<file path="config.mk">
export PLATFORM = sky130hd
export DESIGN_NAME = mem_stage
export DESIGN_NICKNAME = d
export VERILOG_FILES = /design/src/rtl/mem_stage.sv
export SDC_FILE = /design/constraint.sdc
export NUM_CORES = 1
export LEC_CHECK = 0
export ABC_AREA = 1
export CAP_MARGIN = 20
export CELL_PAD_IN_SITES_DETAIL_PLACEMENT = 0
export CELL_PAD_IN_SITES_GLOBAL_PLACEMENT = 1
export CORE_AREA = 2 2 173 175
export DETAILED_ROUTE_END_ITERATION = 10
export DIE_AREA = 0 0 175 177
export PLACE_DENSITY = 0.93
export REMOVE_ABC_BUFFERS = 1
export SYNTH_ARGS = -nofsm -noshare
export SYNTH_HDL_FRONTEND = slang
export SYNTH_SLANG_ARGS = --single-unit
</file>
<file path="constraint.sdc">
create_clock -name clk -period 7 [get_ports clk]
set_input_delay 2.1 -clock clk [delete_from_list [all_inputs] [get_ports clk]]
set_output_delay 2.1 -clock clk [all_outputs]
set_load 0.1 [all_outputs]
</file>
<file path="src/rtl/mem_stage.sv">
// MEM pipeline stage: takes EX results and data-SRAM responses, aligns load data and hands the
// registered payload to WB. Bus layouts are the concatenation of their listed fields, MSB first.
module mem_stage #(
    parameter int unsigned PC_W = 32
) (
    input  logic              clk,
    input  logic              reset,
    input  logic              es_to_ms_valid,
    output logic              ms_allowin,
    input  logic [PC_W-1:0]   es_pc,
    input  logic [PC_W-1:0]   es_result,
    input  logic [PC_W-1:0]   es_rt_value,
    input  logic              es_gr_we,
    input  logic [4:0]        es_dest,
    input  logic              es_mem_req,
    input  logic [2:0]        es_ld_op,
    input  logic              es_excp_valid,
    input  logic [4:0]        es_excp_code,
    input  logic              es_bd,
    input  logic [10:0]       es_cp0_ctl,
    input  logic              data_sram_data_ok,
    input  logic [PC_W-1:0]   data_sram_rdata,
    input  logic              flush,
    input  logic              ws_allowin,
    output logic              ms_to_ws_valid,
    output logic [3*PC_W+23:0] ms_to_ws_bus,
    output logic [PC_W+7:0]   ms_fw_bus
);

    typedef struct packed {
        logic [PC_W-1:0] pc;
        logic [PC_W-1:0] result;
        logic [PC_W-1:0] rt_value;
        logic            gr_we;
        logic [4:0]      dest;
        logic            mem_req;
        logic [2:0]      ld_op;
        logic            excp_valid;
        logic [4:0]      excp_code;
        logic            bd;
        logic [10:0]     cp0_ctl;
    } payload_t;

    localparam logic [2:0] OpLw  = 3'd0;
    localparam logic [2:0] OpLb  = 3'd1;
    localparam logic [2:0] OpLbu = 3'd2;
    localparam logic [2:0] OpLh  = 3'd3;
    localparam logic [2:0] OpLhu = 3'd4;
    localparam logic [2:0] OpLwl = 3'd5;
    localparam logic [2:0] OpLwr = 3'd6;

    payload_t        payload_q, payload_d;
    logic            ms_valid_q, ms_valid_d;
    logic            data_buf_valid_q, data_buf_valid_d;
    logic [PC_W-1:0] data_buf_q, data_buf_d;
    logic            discard_pending_q, discard_pending_d;

    logic            data_ok_live;
    logic            ms_ready_go;
    logic            blocked;
    logic [PC_W-1:0] ld_word;
    logic [7:0]      ld_byte;
    logic [15:0]     ld_half;
    logic [PC_W-1:0] aligned;
    logic [PC_W-1:0] final_result;
    logic [1:0]      addr_lo;

    // A response owed to a flushed load is not ours to consume.
    assign data_ok_live   = data_sram_data_ok && !discard_pending_q;
    assign ms_ready_go    = !payload_q.mem_req || data_buf_valid_q || data_ok_live;
    assign ms_allowin     = !ms_valid_q || (ms_ready_go && ws_allowin);
    assign ms_to_ws_valid = ms_valid_q && ms_ready_go && !flush;
    // MFC0 data only exists in WB, so consumers must stall rather than forward.
    assign blocked        = ms_valid_q &&
                            ((payload_q.mem_req && !ms_ready_go) || payload_q.cp0_ctl[8]);

    always_comb begin
        ms_valid_d = ms_valid_q;
        if (flush) begin
            ms_valid_d = 1'b0;
        end else if (ms_allowin) begin
            ms_valid_d = es_to_ms_valid;
        end

        payload_d = payload_q;
        if (es_to_ms_valid && ms_allowin) begin
            payload_d.pc         = es_pc;
            payload_d.result     = es_result;
            payload_d.rt_value   = es_rt_value;
            payload_d.gr_we      = es_gr_we;
            payload_d.dest       = es_dest;
            payload_d.mem_req    = es_mem_req;
            payload_d.ld_op      = es_ld_op;
            payload_d.excp_valid = es_excp_valid;
            payload_d.excp_code  = es_excp_code;
            payload_d.bd         = es_bd;
            payload_d.cp0_ctl    = es_cp0_ctl;
        end
    end

    always_comb begin
        data_buf_valid_d = data_buf_valid_q;
        data_buf_d       = data_buf_q;
        if (flush || (ms_to_ws_valid && ws_allowin)) begin
            data_buf_valid_d = 1'b0;
        end else if (data_ok_live && ms_valid_q && payload_q.mem_req && !data_buf_valid_q &&
                     !ws_allowin) begin
            data_buf_valid_d = 1'b1;
            data_buf_d       = data_sram_rdata;
        end

        discard_pending_d = discard_pending_q;
        if (flush && ms_valid_q && payload_q.mem_req && !data_buf_valid_q && !data_ok_live) begin
            discard_pending_d = 1'b1;
        end else if (data_sram_data_ok) begin
            discard_pending_d = 1'b0;
        end
    end

    always_comb begin
        addr_lo = payload_q.result[1:0];
        ld_word = data_buf_valid_q ? data_buf_q : data_sram_rdata;
        ld_byte = ld_word[7:0];
        unique case (addr_lo)
            2'd0: ld_byte = ld_word[7:0];
            2'd1: ld_byte = ld_word[15:8];
            2'd2: ld_byte = ld_word[23:16];
            2'd3: ld_byte = ld_word[31:24];
            default: ld_byte = ld_word[7:0];
        endcase
        ld_half = addr_lo[1] ? ld_word[31:16] : ld_word[15:0];

        aligned = ld_word;
        case (payload_q.ld_op)
            OpLw:  aligned = ld_word;
            OpLb:  aligned = {{(PC_W-8){ld_byte[7]}}, ld_byte};
            OpLbu: aligned = {{(PC_W-8){1'b0}}, ld_byte};
            OpLh:  aligned = {{(PC_W-16){ld_half[15]}}, ld_half};
            OpLhu: aligned = {{(PC_W-16){1'b0}}, ld_half};
            OpLwl: begin
                unique case (addr_lo)
                    2'd0: aligned = {ld_word[7:0], payload_q.rt_value[23:0]};
                    2'd1: aligned = {ld_word[15:0], payload_q.rt_value[15:0]};
                    2'd2: aligned = {ld_word[23:0], payload_q.rt_value[7:0]};
                    default: aligned = ld_word;
                endcase
            end
            OpLwr: begin
                unique case (addr_lo)
                    2'd1: aligned = {payload_q.rt_value[31:24], ld_word[31:8]};
                    2'd2: aligned = {payload_q.rt_value[31:16], ld_word[31:16]};
                    2'd3: aligned = {payload_q.rt_value[31:8], ld_word[31:24]};
                    default: aligned = ld_word;
                endcase
            end
            default: aligned = ld_word;
        endcase

        final_result = payload_q.mem_req ? aligned : payload_q.result;
    end

    assign ms_to_ws_bus = {payload_q.bd, payload_q.rt_value, payload_q.cp0_ctl,
                           payload_q.excp_valid, payload_q.excp_code, payload_q.gr_we,
                           payload_q.dest, final_result, payload_q.pc};
    assign ms_fw_bus    = {ms_valid_q, blocked, payload_q.gr_we && ms_valid_q, payload_q.dest,
                           final_result};

    always_ff @(posedge clk) begin
        if (reset) begin
            ms_valid_q        <= 1'b0;
            payload_q         <= '0;
            data_buf_valid_q  <= 1'b0;
            data_buf_q        <= '0;
            discard_pending_q <= 1'b0;
        end else begin
            ms_valid_q        <= ms_valid_d;
            payload_q         <= payload_d;
            data_buf_valid_q  <= data_buf_valid_d;
            data_buf_q        <= data_buf_d;
            discard_pending_q <= discard_pending_d;
        end
    end

endmodule

</file>
* Word-level counts from Yosys, hierarchy flattened *
Cells that the tools add are included.

cells by class
  bitwise gates (word level) = 1
  equal/unequal tests = 9
  divide/modulo/power cells = 0
  magnitude comparators = 0
  $add $sub $neg = 0
  shifts and indexed selects = 0
  $mul = 0
  muxes and demuxes = 9
  reduce and logical (&&, ||, !) cells = 35

operators by type and width
  kind                count
  $pmux 32 s3         2
  $pmux 32 s6         1
  $mux 32             2
  $pmux 8 s4          1
  $logic_and 1x1->1   17
  $mux 16             1
  $eq 3x3->1 const B  3
  $logic_not 1->1     8
  $eq 3x2->1 const B  2
  $logic_or 1x1->1    5
  $eq 2x2->1 const B  2
  $reduce_or 2->1     2
  $eq 3x1->1 const B  1
  $eq 2x1->1 const B  1
  $logic_not 2->1     1
  $mux 1              2
  $reduce_and 2->1    1
  $reduce_bool 2->1   1
  $not 1->1           1

storage, ports and cells
  register bits after elaboration = 159
  output and inout port bits = 162
  memories = 0
  memory bits (read-only) = 0
  latch bits = 0
  word-level logic and storage cells = 69
  bits of input ports = 162
  RAM bits = 0

* Longest topological paths before layout *
  depth in word-level cells = 9
  depth in mapped cells = 14
  mapped depth without buffers = 11

* Least setup slack after synthesis *
OpenSTA, ideal clock, no wires.

  path kind = input-to-output
  start = input port data_sram_data_ok
  end = output port ms_to_ws_valid
  data required time = 4.900 ns
  data arrival time = 4.443 ns
  stages on the path = 4
  path slack = 0.457 ns
  path buffers = 0
  path through = inv_1 nor2_1 nor3_4 nor3_1

on the way
  cells in the longest elaborated chain, start to end = 4

ends and longest elaborated chain
  item                            RTL line  RTL
  from (decl)                     21        input logic data_sram_data_ok,
  $logic_and 1x1->1               69        assign data_ok_live = data_sram_data_ok && !discard_pending_q;
  $logic_or 1x1->1                70        assign ms_ready_go = !payload_q.mem_req || data_buf_valid_q || data_ok_live;
  $logic_and 1x1->1 (2 in a row)  72        assign ms_to_ws_valid = ms_valid_q && ms_ready_go && !flush;
  to (decl)                       25        output logic ms_to_ws_valid,

No other way between the ends.

* Worst setup path in the final report *
  start = input port data_sram_rdata[31]
  end = output port ms_to_ws_bus[44]

on the way
  cells in the longest elaborated chain, start to end = 4

ends and longest elaborated chain
  item         RTL line  RTL
  from (decl)  22        input logic [PC_W-1:0] data_sram_rdata,
  $mux 32      122       ld_word = data_buf_valid_q ? data_buf_q : data_sram_rdata;
  $pmux 8 s4   124       unique case (addr_lo)
  $pmux 32 s6  134       case (payload_q.ld_op)
  $mux 32      159       final_result = payload_q.mem_req ? aligned : payload_q.result;
  to (decl)    26        output logic [3*PC_W+23:0] ms_to_ws_bus,

No other way between the ends.

==> out/results.ini <==
[floorplan]
io-pin-count=324
die_area_mm2=0.03098
die_y_um=177
start_util_pct=33.58
row_count=63
die_w_um=175
coreArea_mm2=0.02924

[sta]
finalClockSkew_ps=15.32
finalSetupViolations=0
max_freq_mhz=158.5
fin_crit_sh_pct=90.16
maxSlewViolCount=0
slew_headroom_pct=29.92
finalHoldViolations=0
tightest_slew_ps=1050
hold_ws_ps=445.7
period_minus_slack_ps=6311
rsz0062_at_grt=no

[placed_design]
routabilityCongestion=0.8849
placed_area_mm2=0.01271
dp_cells=2074
port_buffers=323
hpwl_mm=24.54

[synth]
postSynthCellCount=1580
synthAdderAreaFrac_pct=0
synth-seq-cells=159
synth_mux_area_share_pct=0
synth_top_family_by_area=simple AND/OR/NAND/NOR gates
netlist_area_mm2=0.009821
synth_cell_type_count=24
synth-simple-area-share_pct=30.62
synth_xor_area_share_pct=0
synth-warning-count=0
synth_seq_area_share_pct=32.41
synth_compound_area_share_pct=18.30
avgSynthCellArea_um2=6.216

[power_and_ir_drop]
p_seq_share_pct=32.0
p_sw_mw=1.286
switching_share_pct=42.11
internal_power_mw=1.768
finalPower_mw=3.054
power_density_mw_per_mm2=229.4
clockPowerShare_pct=31.6
leakagePower_nw=5.391
p_comb_share_pct=36.5
ir_drop_mv=0.1424

[cts]
cts_made_buffers=17
holdBufCountCts=0
cts_setup_buffers=0
clock_path_buffers=2
cts.clk_slew.worst_paths_ps=70
root_buffer=clkbuf_16
clk_latency_ps=440
clock_sinks=159
cts-resized-gates=0
cts_tree=yes
cts.htree.levels=4

[final_layout]
instances_no_fill=2108
multiInputGateArea_mm2=0.004825
seq_area_mm2=0.003183
postLayoutCoreUtil_pct=45.54
area_delta_synth_final_pct=35.60
fin_area_mm2=0.01332
fill_cells=2960
drive_gt1_share_pct=7.459
nNetsFinal=1865

[critical_path]
start_kind=primary input
critPathMaxFanout=16
cp-end-kind=output pin
crit_arrival_ps=4210
worstSetupPathType=primary input to output pin
cp.required_ps=4900

[detailed_routing]
drc=0
drtAntennaViolNets=0
avgRoutedWirePerCell_um=17.28
vias=10710
drt_iter0_drc=803
dr.pass1.iters=8
wl_mm=36.43
viasPerCell=5.081

[grt]
grt_pass1_vias=10100
grt_max_degree=87
antenna_found_initial=2
grt_pass1_wl_mm=56.10
overflow=0
grtUsageTotal_pct=23.03

[min_path]
min_path_type=flip-flop to flip-flop

[flow_run]
max_cap_viol_count=0

[status]
status=finished clean

-- logic make-up after synthesis --
| logic type | count (synthesis) |
|---|---|
| and+or+nand+nor | 729 |
| AOI/OAI and AO/OA | 354 |
| buffers and inverters | 338 |
| DFF | 159 |
-- synth_stat cells --
cell type	number	area, um2
a21oi_1	221	1106
a31oi_1	6	37.54
buf_1	13	48.80
buf_2	29	145.1
buf_4	129	968.4
buf_6	6	67.56
clkbuf_1	59	221.5
clkinv_1	2	7.510
dfxtp_1	159	3183
inv_1	98	367.9
inv_2	2	7.510
nand2_1	486	1824
nand2_4	1	11.26
nand3_1	176	880.8
nand3_2	1	10.01
nand3b_1	1	7.510
nand4_1	4	25.02
nor2_1	57	214.0
nor3_1	1	5.000
nor3_4	1	16.27
nor4_2	1	12.51
o211ai_1	3	22.52
o21ai_0	120	600.6
o21bai_1	4	30.03
-- sequential cells by signal (all words and copies together), names as in the netlist --
signal and count:
ms_valid_q 1, payload_q 34, data_buf_q 32, ms_fw_bus 5
discard_pending_q 1, addr_lo 2, ms_to_ws_bus 83, data_buf_valid_q 1
-- layout by cell type, fill, tap and decap left out, types with 3 or more instances in the layout --
cell             count
nand2_1            486
clkdlybuf4s50_1    254
a21oi_1            220
nand3_1            175
dfxtp_1            159
o21ai_0            120
inv_1               98
nor2_1              55
buf_12              50
buf_4               35
clkbuf_16           17
a31oi_1              6
inv_8                6
nand4_1              4
o21bai_1             4
inv_6                4
o211ai_1             3
clkinv_8             3
-- worst max-delay path, cell delays in order --
cell             delay [ps]
clkdlybuf4s50_1         410
nand2_1                  90
nand3_1                 100
nand2_1                 120
nand2_1                  50
nand3_1                  70
nand2_1                 170
inv_1                   220
buf_4                   320
nand2_1                  90
nand2_1                  80
nand2_1                 170
buf_12                  220
-- layer usage --
metal	vias up	share of wire (%)	global-route usage (%)
met5	-	0	0
met4	0	2.0	7.153
met3	48	6.7	4.618
met2	455	48	38.65
met1	4973	44	29.76
li1	5234	-	-
-- layout make-up --
type	count	share of cell area (%)
Sequential cell	159	23.90
Inverter	102	2.875
Clock buffer	18	3.298
Timing Repair Buffer	340	28.79
Antenna cell	2	0.03758
Multi-Input combinational cell	1083	36.23
Tap cell	390	3.664
Clock inverter	14	1.203
-- power groups by stage --
stage | clock network, mW | registers, mW | logic [mW]
finish | 0.964 | 0.977 | 1.11
detailed placement | 0 | 0.997 | 1.11
CTS | 0.981 | 0.977 | 1.12
global route | 1.01 | 0.982 | 1.17
global placement | 0 | 0.996 | 1.10
floorplan | 0 | 1.22 | 0.474
-- metrics by stage --
stage                     setup WS [ps]  setup TNS (ps)
final                             688.9               0
after global routing              529.1               0
after CTS                         683.4               0
after detailed placement          694.4               0
after global placement            682.3               0
after floorplan                   -4106         -518320
-- worst paths after layout --
path / cells past startpoint / endpoint / startpoint / slack (ps)
worst max-delay path: 13 / ms_to_ws_bus[44] / data_sram_rdata[31] / 690
worst min register to register: 2 / data_buf_q[30] / data_buf_q[30] / 450
worst min-delay path: 2 / data_buf_q[30] / data_buf_q[30] / 450
worst max register to register: 9 / ms_to_ws_bus[21] / payload_q[21] / 3250
No activity file was read; power rests on OpenSTA's default activity.
